### config.mk
export PLATFORM = sky130hd
export DESIGN_NAME = mem_arbiter
export DESIGN_NICKNAME = d
export VERILOG_FILES = /design/src/rtl/mem_arbiter_pkg.sv /design/src/rtl/arb_rr2.sv /design/src/rtl/mem_arbiter.sv
export SDC_FILE = /design/constraint.sdc
export NUM_CORES = 1
export LEC_CHECK = 0
export BUFFER_PORTS_ARGS = -buffer_cell sky130_fd_sc_hd__buf_2
export CAP_MARGIN = 15
export CORE_MARGIN = 1.5
export CORE_UTILIZATION = 46
export CTS_CLUSTER_DIAMETER = 30
export DETAILED_ROUTE_END_ITERATION = 8
export PLACE_DENSITY_LB_ADDON = 0.2
export SLEW_MARGIN = 0
export SYNTH_ARGS = -nofsm -noshare
export SYNTH_HDL_FRONTEND = slang
export SYNTH_SLANG_ARGS = --single-unit
### constraint.sdc
create_clock -name clk -period 2.32 [get_ports clk]
set_clock_uncertainty 0.05 [all_clocks]
set_input_delay 0.696 -clock clk [delete_from_list [all_inputs] [get_ports clk]]
set_output_delay 0.696 -clock clk [all_outputs]
set_load 0.005 [all_outputs]
### src/rtl/mem_arbiter_pkg.sv
// Shared types and constants for mem_arbiter: FSM states, port ids, timeout default.
// Counter width helper keeps the watchdog at least 9 bits wide.
package mem_arbiter_pkg;

    typedef enum logic [1:0] {
        IDLE   = 2'd0,
        IREAD  = 2'd1,
        DREAD  = 2'd2,
        DWRITE = 2'd3
    } state_t;

    localparam logic PORT_I = 1'b0;
    localparam logic PORT_D = 1'b1;

    localparam int TIMEOUT_DEFAULT = 256;
    localparam int CNT_MIN_W       = 9;

    function automatic int cnt_width(input int timeout);
        int w;
        w = $clog2(timeout);
        return (w > CNT_MIN_W) ? w : CNT_MIN_W;
    endfunction

endpackage

### src/rtl/arb_rr2.sv
// Two-way grant selector (instruction vs data) holding the last-granted pointer.
// Macro MEM_ARBITER_RR_EN selects round-robin; otherwise the data port always wins.
module arb_rr2
    import mem_arbiter_pkg::*;
(
    input  logic clk,
    input  logic rst,
    input  logic req_i,
    input  logic req_d,
    input  logic en,
    output logic gnt_vld,
    output logic gnt_port
);

    logic last_q;
    logic last_d;
    logic pick_d;

    always_comb begin
`ifdef MEM_ARBITER_RR_EN
        // On a tie, serve the port that did not win last time.
        pick_d = req_d && (!req_i || (last_q == PORT_I));
`else
        pick_d = req_d;
`endif
        gnt_vld  = en && (req_i || req_d);
        gnt_port = pick_d ? PORT_D : PORT_I;
        last_d   = gnt_vld ? gnt_port : last_q;
    end

    always_ff @(posedge clk) begin
        if (rst) begin
            last_q <= PORT_I;
        end else begin
            last_q <= last_d;
        end
    end

endmodule

### src/rtl/mem_arbiter.sv
// Shares one memory port between an instruction-refill and a data requester, with a watchdog.
// Optional round-robin between ports via macro MEM_ARBITER_RR_EN (default: data has fixed priority).
module mem_arbiter
    import mem_arbiter_pkg::*;
#(
    parameter int TIMEOUT = TIMEOUT_DEFAULT
) (
    input  logic        clk,
    input  logic        rst,
    input  logic        i_iread_en,
    input  logic [31:0] i_iaddr,
    output logic [31:0] o_inst,
    output logic        o_iread_vd,
    input  logic        i_read_en,
    input  logic        i_write_en,
    input  logic [31:0] i_memaddr,
    input  logic [31:0] i_write_data,
    output logic [31:0] o_read_data,
    output logic        o_read_vd,
    output logic        o_write_ack,
    output logic [31:0] o_mem_addr,
    output logic        o_mem_ren,
    output logic        o_mem_wen,
    output logic [31:0] o_mem_wdata,
    input  logic [31:0] i_mem_rdata,
    input  logic        i_mem_rvd,
    input  logic        i_mem_wack,
    output logic        o_timeout
);

    localparam int             CW       = cnt_width(TIMEOUT);
    localparam logic [CW-1:0]  CNT_LAST = CW'(TIMEOUT - 2);

    state_t        state_q, state_d;
    logic [CW-1:0] cnt_q, cnt_d;
    logic [31:0]   addr_q, addr_d;
    logic [31:0]   wdata_q, wdata_d;
    logic [31:0]   inst_q, inst_d;
    logic [31:0]   rdata_q, rdata_d;
    logic          ivd_q, ivd_d;
    logic          rvd_q, rvd_d;
    logic          wack_q, wack_d;
    logic          to_q, to_d;

    logic gnt_vld;
    logic gnt_port;
    logic arb_en;

    // No grant during a response pulse so a still-held request is not re-served at once.
    assign arb_en = (state_q == IDLE) && !(ivd_q || rvd_q || wack_q || to_q);

    arb_rr2 u_arb (
        .clk      (clk),
        .rst      (rst),
        .req_i    (i_iread_en),
        .req_d    (i_read_en || i_write_en),
        .en       (arb_en),
        .gnt_vld  (gnt_vld),
        .gnt_port (gnt_port)
    );

    always_comb begin
        state_d = state_q;
        cnt_d   = cnt_q;
        addr_d  = addr_q;
        wdata_d = wdata_q;
        inst_d  = inst_q;
        rdata_d = rdata_q;
        ivd_d   = 1'b0;
        rvd_d   = 1'b0;
        wack_d  = 1'b0;
        to_d    = 1'b0;
        case (state_q)
            IDLE: begin
                if (gnt_vld) begin
                    cnt_d = '0;
                    if (gnt_port == PORT_I) begin
                        addr_d  = i_iaddr;
                        state_d = IREAD;
                    end else begin
                        addr_d = i_memaddr;
                        if (i_write_en) begin
                            wdata_d = i_write_data;
                            state_d = DWRITE;
                        end else begin
                            state_d = DREAD;
                        end
                    end
                end
            end
            IREAD, DREAD: begin
                cnt_d = cnt_q + CW'(1);
                if (i_mem_rvd) begin
                    if (state_q == IREAD) begin
                        inst_d = i_mem_rdata;
                        ivd_d  = 1'b1;
                    end else begin
                        rdata_d = i_mem_rdata;
                        rvd_d   = 1'b1;
                    end
                    state_d = IDLE;
                end else if (cnt_q == CNT_LAST) begin
                    to_d    = 1'b1;
                    state_d = IDLE;
                end
            end
            DWRITE: begin
                cnt_d = cnt_q + CW'(1);
                if (i_mem_wack) begin
                    wack_d  = 1'b1;
                    state_d = IDLE;
                end else if (cnt_q == CNT_LAST) begin
                    to_d    = 1'b1;
                    state_d = IDLE;
                end
            end
            default: state_d = IDLE;
        endcase
    end

    always_ff @(posedge clk) begin
        if (rst) begin
            state_q <= IDLE;
            cnt_q   <= '0;
            addr_q  <= '0;
            wdata_q <= '0;
            inst_q  <= '0;
            rdata_q <= '0;
            ivd_q   <= 1'b0;
            rvd_q   <= 1'b0;
            wack_q  <= 1'b0;
            to_q    <= 1'b0;
        end else begin
            state_q <= state_d;
            cnt_q   <= cnt_d;
            addr_q  <= addr_d;
            wdata_q <= wdata_d;
            inst_q  <= inst_d;
            rdata_q <= rdata_d;
            ivd_q   <= ivd_d;
            rvd_q   <= rvd_d;
            wack_q  <= wack_d;
            to_q    <= to_d;
        end
    end

    assign o_mem_ren   = (state_q == IREAD) || (state_q == DREAD);
    assign o_mem_wen   = (state_q == DWRITE);
    assign o_mem_addr  = addr_q;
    assign o_mem_wdata = wdata_q;
    assign o_inst      = inst_q;
    assign o_read_data = rdata_q;
    assign o_iread_vd  = ivd_q;
    assign o_read_vd   = rvd_q;
    assign o_write_ack = wack_q;
    assign o_timeout   = to_q;

endmodule

# Word level (Yosys, flattened, before mapping)
# Cells that the tools add are included.
dict set report totals {
  register_bits 143
  inputBits 135
  out_inout_bits 134
  elab_cells 56
}
dict set report classes {
  add_sub_neg 1
  n_eq_ne 5
  n_mux 18
  bitwise 4
  n_reduce_logical 18
}
# operator count
set op_table {}
lappend op_table {{two-way mux 32 bit} 1}
lappend op_table {{case mux 9 bit (2 select lines)} 1}
lappend op_table {{two-way mux 2 bit} 5}
lappend op_table {{adder 9 x 1 -> 9 bit (second input constant)} 1}
lappend op_table {{equality test 9 x 8 -> 1 bit (second input constant)} 1}
lappend op_table {{two-way mux 9 bit} 1}
lappend op_table {{two-way mux 1 bit} 8}
lappend op_table {{logical OR 1 bit} 6}
lappend op_table {{case mux 2 bit (3 select lines)} 1}
lappend op_table {{AND reduction 3 bit} 2}
lappend op_table {{OR reduction 3 bit} 2}
lappend op_table {{equality test 2 bit (second input constant)} 2}
lappend op_table {{inverter 1 bit} 4}
lappend op_table {{AND reduction 4 bit} 1}
lappend op_table {{OR reduction 2 bit} 2}
lappend op_table {{equality test 2 x 1 -> 1 bit (second input constant)} 1}
lappend op_table {{logical AND 1 bit} 2}
lappend op_table {{logical NOT 2 bit} 1}
lappend op_table {{!= test 2 bit (second input constant)} 1}
lappend op_table {{case mux 1 bit (2 select lines)} 1}
lappend op_table {{AND reduction 2 bit} 1}
lappend op_table {{logical NOT 1 bit} 1}

# Longest topological paths before layout
# Gate-level depths: netlist (run 1).
dict set report depth {
  depth_word 8
  depth_mapped 8
  mapped_depth_nobuf 6
}

# Cells and area by module
# From an unflattened synthesis (run 1), not the netlist that was laid out.
dict set report unflattened {
  hier_cells 656
  hier_area_um2 5466.5
}
# module n_inst cells_each area_each_um2 seq_area_each_um2
set by_module_without_submodules {}
lappend by_module_without_submodules {mem_arbiter 1 654 5451.5 2862.7}
lappend by_module_without_submodules {arb_rr2 1 2 15.0 0.0}

# Worst setup path after synthesis (run 1)
# OpenSTA, ideal clock, no wires.
dict set report synth_timing {
  path_kind {input to register}
  start {input i_read_en}
  end {register cnt_q[3]}
  setup_ns 0.092
  arrival_time_ns 2.032
  required_ns 2.178
  slack_ns 0.146
  stages 6
  n_path_buf 2
  cell_sequence {clkbuf_1 -> or4b_1 -> and4_1 -> buf_2 -> mux2i_1 -> nor4_1}
}
dict set report synth_between {
  elab_chain_len 4
}
# element line
set synth_lines {}
lappend synth_lines {{from (decl)} mem_arbiter.sv:14} ;# input logic i_read_en,
lappend synth_lines {{logical OR 1 bit} mem_arbiter.sv:56} ;# .req_d (i_read_en || i_write_en),
lappend synth_lines {{logical OR 1 bit} arb_rr2.sv:26} ;# gnt_vld = en && (req_i || req_d);
lappend synth_lines {{logical AND 1 bit} arb_rr2.sv:26}
lappend synth_lines {{!= test 2 bit (no line)} --}
lappend synth_lines {{to (signal assigned)} mem_arbiter.sv:135} ;# cnt_q <= cnt_d;
lappend synth_lines {{to (decl)} mem_arbiter.sv:35} ;# logic [CW-1:0] cnt_q, cnt_d;
# No other way between the ends.
# A chain may end at the register's enable or synchronous reset.

# Worst setup path after layout (run 1)
dict set report layout_timing {
  start {register state_q[0]}
  end {output o_mem_ren}
}
dict set report layout_between {
  elab_chain_len 2
  word_cells_on_any_way 3
  cone_classes {eq/ne (2); reduce/logical (1)}
}
# element line
set layout_lines {}
lappend layout_lines {{from (decl)} mem_arbiter.sv:34} ;# state_t state_q, state_d;
lappend layout_lines {{from (signal assigned)} mem_arbiter.sv:134} ;# state_q <= state_d;
lappend layout_lines {{equality test 2 x 1 -> 1 bit or equality test 2 bit (tied branches)} mem_arbiter.sv:147} ;# assign o_mem_ren = (state_q == IREAD) || (state_q == DREAD);
lappend layout_lines {{logical OR 1 bit (*)} mem_arbiter.sv:147}
lappend layout_lines {{to (decl)} mem_arbiter.sv:22} ;# output logic o_mem_ren,
# Mark *: on every way between the ends. The rest lies on a longest branch, timed or not.

==> impl_metrics.tcl, run 1 <==
set metrics [dict create \
    final_nets 1075 \
    ys_top_cells_by_area "dfxtp_1 51%, nand2_1 15%, a21oi_1 8.9%, a311oi_2 7.4%, clkbuf_1 3.1%" \
    clockPowerShare 0.342 \
    die_w_um 114 \
    dr.pass1.iters 5 \
    slew-limit-headroom 0.557 \
    cp-endpoint "o_mem_ren" \
    drt_iter0_markers 393 \
    finalPower_uw 8090 \
    synth_ff_type "dfxtp_1" \
    top_layer_used "met4" \
    fin_crit_ps 2100 \
    initial_core_util 0.471 \
    synth_area_per_cell_um2 8.22 \
    worstMarginPinSlew_ps 665 \
    antenna_found_initial 0 \
    setup_viol 0 \
    power.internal_uw 5600 \
    ys_types 37 \
    wl_met3_mm 1.31 \
    fin_tns_setup_ps 0 \
    powerDensity_mw_per_mm2 1050 \
    synthToLayoutAreaGrowth_pct 36.0 \
    crit_path_max_fanout 4 \
    cp.required_ps 1570 \
    crit_slowest_cell "dfxtp_1" \
    ys_seq_area_frac 0.506 \
    num_rows 40 \
    cts_root_buf "clkbuf_16" \
    grt_use_total 0.242 \
    power.switching_uw 2500 \
    dpl_cell_area_mm2 0.00708 \
    die_area_mm2 0.0130 \
    synth-seq-cells 143 \
    fin_area_mm2 0.00769 \
    grt_pass1_vias 5207 \
    vias 5564 \
    hold_path.class "reg -> reg" \
    routedWlPerCell_um 14.5 \
    ant_nets 0 \
    fmax_mhz 475 \
    reg2reg_depth 5 \
    place_congestion 0.847 \
    wirelength_mm 15.9 \
    cts_setup_buffers 0 \
    cts_made_buffers 17 \
    drc_errors 0 \
    insertedDiodeCount 0 \
    grt_overflow 0 \
    grt_setup_unrepaired "no" \
    tritoncts "built" \
    final_max_slew_viol_count 0 \
    die_h_um 114 \
    hold_viol 0 \
    cts.htree.levels 4 \
    leakagePower_uw 0.00343 \
    clk_latency_ps 410 \
    route.met2.wl_mm 7.66 \
    viasPerCell 5.09 \
    timing.final.crit_share 0.907 \
    ctsResizeCount 0 \
    fin_util 0.640 \
    syn_nets 829 \
    core_area_mm2 0.0120 \
    synth_top_area_cell "dfxtp_1" \
    grt_max_degree 65 \
    io_pins 269 \
    p_comb_frac 0.273 \
    whs_path_depth 2 \
    regToRegSetupSlack_ps 300 \
    worst_path_largest_cell_delay_ps 370 \
    path_buf_inv 2 \
    rr_startpoint "o_read_vd" \
    status "completed" \
    synth_cells 688 \
    worst_r2r_endpoint "o_mem_addr[20]" \
    yosys_warnings 0 \
    hpwl_mm 11.1 \
    sw_frac_of_total 0.309 \
    synth_area_mm2 0.00565 \
    cts.clk_slew.worst_paths_ps 60 \
    met1Wirelength_mm 6.72 \
    path_depth 3 \
    numClockSinks 143 \
    cap_violations 0 \
    cp-startpoint "state_q[0]" \
    critPathLaunchType "flip-flop" \
    endpoint_kind "output port" \
    io_buffers 268 \
    worstSetupPathType "reg -> out" \
    async_flop_share 0 \
    critPathTopFamily "flip-flops" \
    crit_chain "inv_1 -> ha_1 -> buf_2" \
    grt_pass1_wl_mm 25.1 \
    cts.path.max_buffers 2 \
    power_frac_seq 0.385 \
    arrival_ps 1360 \
    final.fill_count 1102 \
    ctsHoldBuffers 0 \
    synth_edf_count 0 \
    whs_ps 400 \
    vdd_drop_max_mv 0.519 \
    final_layout_size_suffix_gt1_frac 0.364 \
    synth_top_area_frac 0.506 \
]
==> cell families after synthesis <==
family / Yosys count / synth area share
DFF: 143 / 0.506
buffers and inverters: 60 / 0.0467
AOI/OAI and AO/OA: 175 / 0.211
muxes: 3 / 0.00531
xor gates and xnor gates: 3 / 0.00465
and+or+nand+nor: 298 / 0.212
adders and majority gates: 6 / 0.0133
==> worst min path at each step <==
stage	from	end	slack, ps
floorplan	o_inst[0]	o_inst[0]	400
global placement	o_mem_wdata[28]	o_mem_wdata[28]	390
detailed placement	o_mem_wdata[11]	o_mem_wdata[11]	390
CTS	o_mem_wdata[11]	o_mem_wdata[11]	400
global route	o_mem_wdata[6]	o_mem_wdata[6]	420
finish	o_mem_wdata[1]	o_mem_wdata[1]	400
==> per-stage QoR <==
step                      setup slack (ps)  cells
after floorplan                        146    688
after global placement                 149   1062
after detailed placement              81.4   1062
after CTS                              199   1094
after global routing                   148   1094
final                                  216   1094
==> power by group through the flow <==
stage	Clock [uW]	Sequential, uW	Combinational (uW)
after global routing	2950	3170	2460
after CTS	2830	3120	2220
after floorplan	0	3200	1370
after global placement	0	3160	2180
after detailed placement	0	3170	2220
final	2770	3120	2210
==> synthesized netlist by cell type (all sizes together), types with 2 or more instances <==
library cell and n:
nor2b 2, nor3 2, nand2 227, dfxtp 143
and2 2, xor2 2, or3 2, o22ai 2
mux2i 3, nor4 4, inv 5, o21ai 36
clkbuf 47, nand4 2, buf 8, a311oi 32
a21oi 100, nor2 43, and4 2, ha 6
and3 3, nand3 4
==> metal layers <==
layer,vias to the layer above,GRT usage
li1,2803,-
met1,2534,0.286
met2,211,0.414
met3,16,0.0808
met4,0,0.0792
met5,-,0
==> final cells by class <==
type | instances | area (um2) | area share
flip-flops and latches | 143 | 2860 | 0.372
multi-input cells | 485 | 2540 | 0.330
repair buffers | 282 | 1470 | 0.192
clock buffers | 22 | 474 | 0.0617
well taps | 147 | 184 | 0.0239
clock inverters | 10 | 135 | 0.0176
inverters | 5 | 18.8 | 0.00244
==> tightest hold or removal path, cell delays in order, from the launching register on <==
cell	delay (ps)
dfxtp_1	300
nand2_1	50
a21oi_1	50
==> flip-flops by register name (all words and copies together), names as in the netlist <==
| signal | count |
|---|---|
| cnt_q | 9 |
| o_inst | 32 |
| o_iread_vd | 1 |
| o_mem_addr | 32 |
| o_mem_wdata | 32 |
| o_read_data | 32 |
| o_read_vd | 1 |
| o_timeout | 1 |
| o_write_ack | 1 |
| state_q | 2 |
==> cell usage in the layout, fill, tap and decap left out, types with 3 or more instances in the layout <==
cell and n:
nand3_1 4, clkbuf_8 3, dfxtp_1 143, a311oi_1 4, mux2i_1 3, o21ai_0 35
bufinv_16 3, nor4_1 4, a21oi_1 100, a311oi_2 28, clkbuf_16 17, buf_2 267
nand2_1 227, clkinv_2 3, clkinvlp_4 4, nor2_1 41, and3_1 3, ha_1 6
inv_1 5, buf_4 13
(Power assumes the default switching activity.)
==> inputs of run 2 (changes only) <==
- CORE_UTILIZATION: 46 -> 50
- clock period: 2.32 -> 2.71 ns (I/O delays scaled with it)
==> run 2 against run 1 <==
- utilization rose by 5.7 points
- count of clock-buffer cells in the layout unchanged
- via count is 2.6% higher
- highest routed layer unchanged
- sequential cell count unchanged
- first-iteration DRC count shrank 28%
- routed wire length is 1.9% higher
- non-clock buffer count decreased by 1
- combinational power decreased by 14%
- final area decreased by 0.88%
==> impl_metrics.tcl, run 2 (synthesis results as in run 1) <==
set metrics [dict create \
    status "completed" \
    vias 5706 \
    fin_cells 1082 \
    io_buffers 268 \
    grt_pass1_vias 5080 \
    final_max_slew_viol_count 0 \
    ant_nets 0 \
    clk_latency_ps 410 \
    cp.required_ps 1850 \
    numClockSinks 143 \
    io_pins 269 \
    endpoint_kind "output port" \
    ctsResizeCount 0 \
    setup_viol 0 \
    grt_overflow 0 \
    regToRegSetupSlack_ps 590 \
    power.switching_uw 2130 \
    power_frac_seq 0.396 \
    timing.final.crit_share 0.818 \
    slew-limit-headroom 0.554 \
    final.setup.worst_slack_ps 494 \
    cap_violations 0 \
    grt_max_degree 65 \
    cts_made_buffers 17 \
    drc_errors 0 \
    tritoncts "built" \
    layout_common_cells "267 x buf_2, 227 x nand2_1, 143 x dfxtp_1" \
    leakagePower_uw 0.00342 \
    cts_setup_buffers 0 \
    clockPowerShare 0.321 \
    hpwl_mm 11.3 \
    place_ws_ps 362 \
    sw_frac_of_total 0.316 \
    initial_core_util 0.517 \
    grt.busiest_layer "met2" \
    vdd_drop_max_mv 0.512 \
    cts.clk_slew.worst_paths_ps 60 \
    viasPerCell 5.27 \
    worstMarginPinSlew_ps 669 \
    powerDensity_mw_per_mm2 884 \
    fin_crit_ps 2220 \
    mostFrequentLayoutCell "buf_2" \
    routedWlPerCell_um 14.9 \
    hold_viol 0 \
    crit_path_max_fanout 4 \
    wirelength_mm 16.2 \
    p_comb_frac 0.283 \
    final_layout_size_suffix_gt1_frac 0.362 \
    power.internal_uw 4610 \
    grtUsageMet2 0.451 \
    insertedDiodeCount 0 \
    cts.path.max_buffers 2 \
    fin_tns_setup_ps 0 \
    dr.pass1.iters 4 \
    drt_iter0_markers 282 \
    whs_ps 399 \
    finalPower_uw 6730 \
    die_h_um 109 \
    critPathLaunchType "flip-flop" \
    die_w_um 109 \
    grt_setup_unrepaired "no" \
    fmax_mhz 451 \
    synthToLayoutAreaGrowth_pct 34.8 \
    ctsHoldBuffers 0 \
    num_rows 38 \
    arrival_ps 1350 \
    hold_path.class "reg -> reg" \
    cts.htree.levels 4 \
    grt_use_total 0.262 \
    place_congestion 0.786 \
    die_area_mm2 0.0120 \
    met3_usage 0.0966 \
    grt.met1_usage 0.295 \
    final_nets 1074 \
    core_area_mm2 0.0109 \
    final.fill_count 917 \
    antenna_found_initial 0 \
    worstSetupPathType "reg -> out" \
    cts_root_buf "clkbuf_16" \
    grt_pass1_wl_mm 24.2 \
    place_inst 1054 \
]
==> run 2: per-stage QoR <==
step,utilization,area (um2)
after global placement,0.647,7070
after floorplan,-,5650
after detailed placement,0.647,7070
after global routing,0.697,7620
final,0.697,7620
after CTS,0.697,7620
==> run 2: power groups by stage <==
stage               Combinational [uW]  Clock (uW)  Sequential [uW]
finish                            1900        2160             2670
global route                      2120        2280             2710
CTS                               1920        2200             2670
detailed placement                1910           0             2710
global placement                  1840           0             2690
floorplan                         1170           0             2740
==> run 2: layer usage <==
layer | share of wire | vias up
met5 | 0 | -
met4 | 0.016 | 0
met3 | 0.093 | 20
met2 | 0.50 | 252
met1 | 0.39 | 2630
li1 | - | 2804
==> run 2: path summary, 6_finish.rpt <==
check	end	cells after the start	startpoint
max	o_mem_ren	3	state_q[0]
min reg2reg	o_mem_wdata[3]	2	o_mem_wdata[3]
min	o_mem_wdata[3]	2	o_mem_wdata[3]
max reg2reg	cnt_q[5]	6	state_q[0]
==> run 2: critical path, cell delays in order (launching register included) <==
cell,delay (ps)
dfxtp_1,360
inv_1,90
ha_1,340
buf_2,160
==> run 2: final cells by class <==
class / count / area, um2 / area share
Sequential cell: 143 / 2860 / 0.376
Clock inverter: 6 / 61.3 / 0.00805
Inverter: 5 / 18.8 / 0.00246
Multi-Input combinational cell: 485 / 2540 / 0.333
Clock buffer: 22 / 484 / 0.0636
Tap cell: 140 / 175 / 0.0230
Timing Repair Buffer: 281 / 1480 / 0.194
